### src/rtl/risc_pkg.sv
// rtl/risc_pkg.sv - opcodes, states, strobe encodings and opcode classifier for the RISC sequencer
package risc_pkg;

    localparam logic [3:0] OP_LD  = 4'b0000;
    localparam logic [3:0] OP_ST  = 4'b0001;
    localparam logic [3:0] OP_BEQ = 4'b1011;
    localparam logic [3:0] OP_BNE = 4'b1100;
    localparam logic [3:0] OP_JMP = 4'b1101;

    localparam logic [1:0] PC_PLUS2  = 2'b00;
    localparam logic [1:0] PC_BRANCH = 2'b01;
    localparam logic [1:0] PC_JUMP   = 2'b10;

    localparam logic [1:0] ALU_ADD  = 2'b00;
    localparam logic [1:0] ALU_SUB  = 2'b01;
    localparam logic [1:0] ALU_FUNC = 2'b10;

    typedef enum logic [2:0] {
        S_FETCH, S_DECODE, S_EXEC, S_MEM, S_WB, S_FAULT
    } state_t;

    typedef enum logic [2:0] {
        C_ALU, C_LD, C_ST, C_BEQ, C_BNE, C_JMP, C_ILL
    } op_class_t;

    function automatic op_class_t op_class(input logic [3:0] op);
        case (op)
            OP_LD:   return C_LD;
            OP_ST:   return C_ST;
            OP_BEQ:  return C_BEQ;
            OP_BNE:  return C_BNE;
            OP_JMP:  return C_JMP;
            4'b0010, 4'b0011, 4'b0100, 4'b0101,
            4'b0110, 4'b0111, 4'b1000, 4'b1001:
                     return C_ALU;
            default: return C_ILL;
        endcase
    endfunction

endpackage

### src/rtl/risc_wait_timer.sv
// rtl/risc_wait_timer.sv - saturating ready-wait counter shared by FETCH and MEM
module risc_wait_timer #(
    parameter int MEM_TIMEOUT = 15,
    parameter int CW          = 8
) (
    input  logic clk,
    input  logic rst,
    input  logic clear,
    input  logic count_en,
    output logic expire
);

    logic [CW-1:0] count;

    assign expire = (count == CW'(MEM_TIMEOUT));

    always_ff @(posedge clk) begin
        if (rst || clear)
            count <= '0;
        else if (count_en && !expire)
            count <= count + CW'(1);
    end

endmodule

### src/rtl/risc_seq_ctrl.sv
// rtl/risc_seq_ctrl.sv - multi-cycle FETCH/DECODE/EXEC/MEM/WB sequencer with memory-wait timeout
module risc_seq_ctrl
    import risc_pkg::*;
#(
    parameter int MEM_TIMEOUT = 15,
    parameter int CW          = 8
) (
    input  logic       clk,
    input  logic       rst,
    input  logic [3:0] opcode,
    input  logic       zero,
    input  logic       imem_ready,
    input  logic       dmem_ready,
    output logic       imem_req,
    output logic       ir_write,
    output logic       pc_write,
    output logic [1:0] pc_src,
    output logic       alu_src,
    output logic [1:0] alu_op,
    output logic       dest_reg,
    output logic       mem_to_reg,
    output logic       reg_write,
    output logic       ram_read,
    output logic       write_enable,
    output logic       retire,
    output logic       fault
);

    state_t     state;
    logic [3:0] op_q;
    op_class_t  cls_q;
    logic       waiting;
    logic       ready;
    logic       expire;

    assign cls_q   = op_class(op_q);
    assign waiting = (state == S_FETCH) || (state == S_MEM);
    assign ready   = (state == S_FETCH) ? imem_ready : dmem_ready;

    // Any ready or any non-wait state clears, so the count is zero on entry to FETCH/MEM.
    risc_wait_timer #(.MEM_TIMEOUT(MEM_TIMEOUT), .CW(CW)) u_wait_timer (
        .clk      (clk),
        .rst      (rst),
        .clear    (!waiting || ready),
        .count_en (waiting && !ready),
        .expire   (expire)
    );

    always_ff @(posedge clk) begin
        if (rst) begin
            state <= S_FETCH;
            op_q  <= '0;
        end else begin
            case (state)
                S_FETCH: begin
                    if (imem_ready)  state <= S_DECODE;
                    else if (expire) state <= S_FAULT;
                end
                S_DECODE: begin
                    op_q  <= opcode;
                    state <= (op_class(opcode) == C_ILL) ? S_FAULT : S_EXEC;
                end
                S_EXEC: begin
                    case (cls_q)
                        C_ALU:       state <= S_WB;
                        C_LD, C_ST:  state <= S_MEM;
                        default:     state <= S_FETCH;
                    endcase
                end
                S_MEM: begin
                    if (dmem_ready)  state <= (cls_q == C_LD) ? S_WB : S_FETCH;
                    else if (expire) state <= S_FAULT;
                end
                S_WB:    state <= S_FETCH;
                default: state <= S_FAULT;
            endcase
        end
    end

    always_comb begin
        imem_req     = 1'b0;
        ir_write     = 1'b0;
        pc_write     = 1'b0;
        pc_src       = PC_PLUS2;
        alu_src      = 1'b0;
        alu_op       = ALU_ADD;
        dest_reg     = 1'b0;
        mem_to_reg   = 1'b0;
        reg_write    = 1'b0;
        ram_read     = 1'b0;
        write_enable = 1'b0;
        retire       = 1'b0;
        fault        = 1'b0;
        if (!rst) begin
            case (state)
                S_FETCH: begin
                    imem_req = 1'b1;
                    ir_write = imem_ready;
                end
                S_EXEC: begin
                    case (cls_q)
                        C_ALU: alu_op = ALU_FUNC;
                        C_LD, C_ST: alu_src = 1'b1;
                        C_BEQ, C_BNE: begin
                            alu_op   = ALU_SUB;
                            pc_write = 1'b1;
                            retire   = 1'b1;
                            if ((cls_q == C_BEQ) == zero) pc_src = PC_BRANCH;
                        end
                        C_JMP: begin
                            pc_write = 1'b1;
                            pc_src   = PC_JUMP;
                            retire   = 1'b1;
                        end
                        default: ;
                    endcase
                end
                S_MEM: begin
                    if (cls_q == C_LD) begin
                        ram_read = 1'b1;
                    end else begin
                        write_enable = 1'b1;
                        alu_src      = 1'b1;
                        pc_write     = dmem_ready;
                        retire       = dmem_ready;
                    end
                end
                S_WB: begin
                    reg_write  = 1'b1;
                    pc_write   = 1'b1;
                    retire     = 1'b1;
                    mem_to_reg = (cls_q == C_LD);
                    dest_reg   = (cls_q != C_LD);
                end
                S_FAULT: fault = 1'b1;
                default: ;
            endcase
        end
    end

endmodule

### config.mk
export PLATFORM = sky130hd
export DESIGN_NAME = risc_seq_ctrl
export DESIGN_NICKNAME = d
export VERILOG_FILES = /design/src/rtl/risc_pkg.sv /design/src/rtl/risc_wait_timer.sv /design/src/rtl/risc_seq_ctrl.sv
export SDC_FILE = /design/constraint.sdc
export NUM_CORES = 1
export LEC_CHECK = 0
export ABC_AREA = 1
export ABC_CLOCK_PERIOD_IN_PS = 1850
export BUFFER_PORTS_ARGS = -buffer_cell sky130_fd_sc_hd__buf_2
export CAP_MARGIN = 20
export CORE_ASPECT_RATIO = 1.2
export CORE_MARGIN = 10
export CORE_UTILIZATION = 35
export DETAILED_ROUTE_END_ITERATION = 10
export HOLD_SLACK_MARGIN = 0.12
export PLACE_DENSITY = 0.64
export RECOVER_POWER = 25
export SLEW_MARGIN = 20
export SYNTH_ARGS = -nofsm -noshare
export SYNTH_HDL_FRONTEND = slang
export SYNTH_SLANG_ARGS = --single-unit
### constraint.sdc
create_clock -name clk -period 1.85 [get_ports clk]
set_input_delay 0.0925 -clock clk [delete_from_list [all_inputs] [get_ports clk]]
set_output_delay 0.0925 -clock clk [all_outputs]
set_load 0.02 [all_outputs]
==> metrics.cfg <==
[run_status]
status = completed

[timing]
finalHoldViolations = 0
setup_viol = 0
slew_headroom_pct = 74.0
max_freq_mhz = 614
post-route-min-period_ns = 1.63
timing.hold.ws_ns = 0.160
worst_slew_pin_slew_ns = 0.390
fin_crit_sh_pct = 88.1
finalSetupTns_ns = 0
setup_ws_ns = 0.221
drv_slew = 0
skew_ns = 0.00961
rsz0062_at_grt = false

[cts]
cts_hold_buf = 1
cts.sinks = 18
cts_resized = 0
numCtsBuffers = 3
cts_max_level = 1
cts_tree = done
root_buffer = clkbuf_8
clk_pin_slew_ns = 0.08
clockBufferDepth = 2
post-cts-setup-buffers = 0
insertion_delay_ns = 0.26

[worst_setup_path]
cp_top_family = simple AND/OR/NAND/NOR gates
crit_fanout = 8
cp-end-kind = register
path_cells = ha_1 > nand3_2 > nor2_2 > inv_2 > nand2_2 > nand2_1 > a21oi_1
crit_buf_inv = 1
cp_slowest_cell = dfxtp_1
path_class = register to register
start_kind = register
slowest_delay_ns = 0.38
worstPathRequired_ns = 2.03
cp_data_arrival_time_ns = 1.81

[job]
maxCapViolCount = 0

[finish]
antenna_cells = 0
final_nets = 253
fillCellCount = 407
synthToLayoutAreaGrowth_pct = 14.5
layout-drive-gt1-share_pct = 19.0
final_cells = 281
finalCoreUtilization_pct = 41.4
fin_area_um2 = 1490

[power]
power.leakage_nw = 0.817
power_density_nw_per_um2 = 1180
peakVddDrop_mv = 0.597
power_mw = 1.76

[grt]
grt_pass1_wl_mm = 5.50
grt_max_degree = 13
first_global_vias = 1301
overflow = 0
grt_usage_pct = 10.4
antenna_found_initial = 0

[yosys]
synth_ff_type = dfxtp_1
synth.top_cell.area_share_pct = 27.7
synth_cells = 216
syn_nets = 226
synthTopCellsByArea = dfxtp_1 28%, nand2_1 19%, inv_1 10%
ys_types = 29
synth-seq-cells = 18
syn_area_um2 = 1300
synth_edf_count = 0
synthTopCellsByCount = 66 x nand2_1, 36 x inv_1, 26 x nor2_1
yosysWarnings = 0
synth-seq-area-share_pct = 27.7
yosysMostFrequentCell = nand2_1
async_reset_ff_share_pct = 0
syn_area_per_cell_um2 = 6.03
yosys.area.top_type = dfxtp_1

[floorplanning]
dieHeight_um = 86.8
die_area_um2 = 6570
boundaryPins = 24
fp-row-count = 24
core_um2 = 3600
die_w_um = 75.7
start_util_pct = 36.1

[routing]
vias = 1302
drt_iter0_markers = 66
drt.antenna.violating_nets = 0
vias_per_cell = 4.63
drt-total-wl_mm = 3.05
avgRoutedWirePerCell_um = 10.9
firstDrtPassIters = 4
drc = 0

[placement]
placed_cells = 276
dp_hpwl_mm = 2.49
port_buffers = 23
dp_slack_ns = 0.369
dpl_cell_area_um2 = 1460
gp_congestion = 0.866

[worst_hold_path]
holdCritPathClass = input port to register

==> sequential cells by signal, summed over array words and instances (netlist names) <==
register,flops
u_wait_timer.count,8
op_q,4
cls_q,3
state,3
==> path summary, 6_finish.rpt <==
| path | from | to | slack (ns) | depth (start not counted) |
|---|---|---|---|---|
| max | u_wait_timer.count[1] | u_wait_timer.count[6] | 0.22 | 7 |
| min | rst | state[2] | 0.16 | 2 |
| max reg2reg | u_wait_timer.count[1] | u_wait_timer.count[6] | 0.22 | 7 |
| min reg2reg | u_wait_timer.count[7] | u_wait_timer.count[7] | 0.51 | 2 |
==> layout make-up <==
type | count | area (um^2) | area share, %
Timing Repair Buffer | 24 | 125 | 8.39
Inverter | 41 | 154 | 10.3
Clock buffer | 4 | 55.1 | 3.69
Sequential cell | 18 | 360 | 24.2
Tap cell | 39 | 48.8 | 3.27
Multi-Input combinational cell | 155 | 748 | 50.2
==> power breakdown <==
group          internal [mW]  switching [mW]  total, mW  leakage, nW
logic                  0.277           0.593      0.870        0.642
clock network          0.189           0.140      0.329       0.0288
registers              0.481          0.0817      0.563        0.147
==> layout by cell type, fill, tap and decap left out, drive strengths merged <==
cell type	Yosys	final
a21oi	10	10
a22oi	1	1
buf	1	23
clkbuf	1	4
clkinv	2	2
dfxtp	18	18
dlygate4sd3	0	1
ha	1	1
inv	39	39
nand2	73	73
nand3	25	25
nand3b	1	1
nand4	2	2
nor2	32	32
nor3	2	2
nor4	2	2
o21ai	4	4
o31ai	1	1
xnor2	1	1
==> logic make-up after synthesis <==
group / after synthesis / share of synthesized area (%)
AND/OR/NAND/NOR: 137 / 50.0
buffers and inverters: 43 / 12.7
flip-flops: 18 / 27.7
AO/OA/AOI/OAI: 16 / 7.97
XOR/XNOR: 1 / 0.673
adder cells (fa/ha/maj): 1 / 0.960
==> routing by layer <==
layer | global-route usage [%] | vias up | share of wire (%)
li1 | - | 717 | -
met1 | 11.9 | 565 | 47
met2 | 17.7 | 16 | 48
met3 | 2.75 | 4 | 3.2
met4 | 4.23 | 0 | 1.4
met5 | 0 | - | 0
Note: power is estimated with default switching activity, not from simulation.
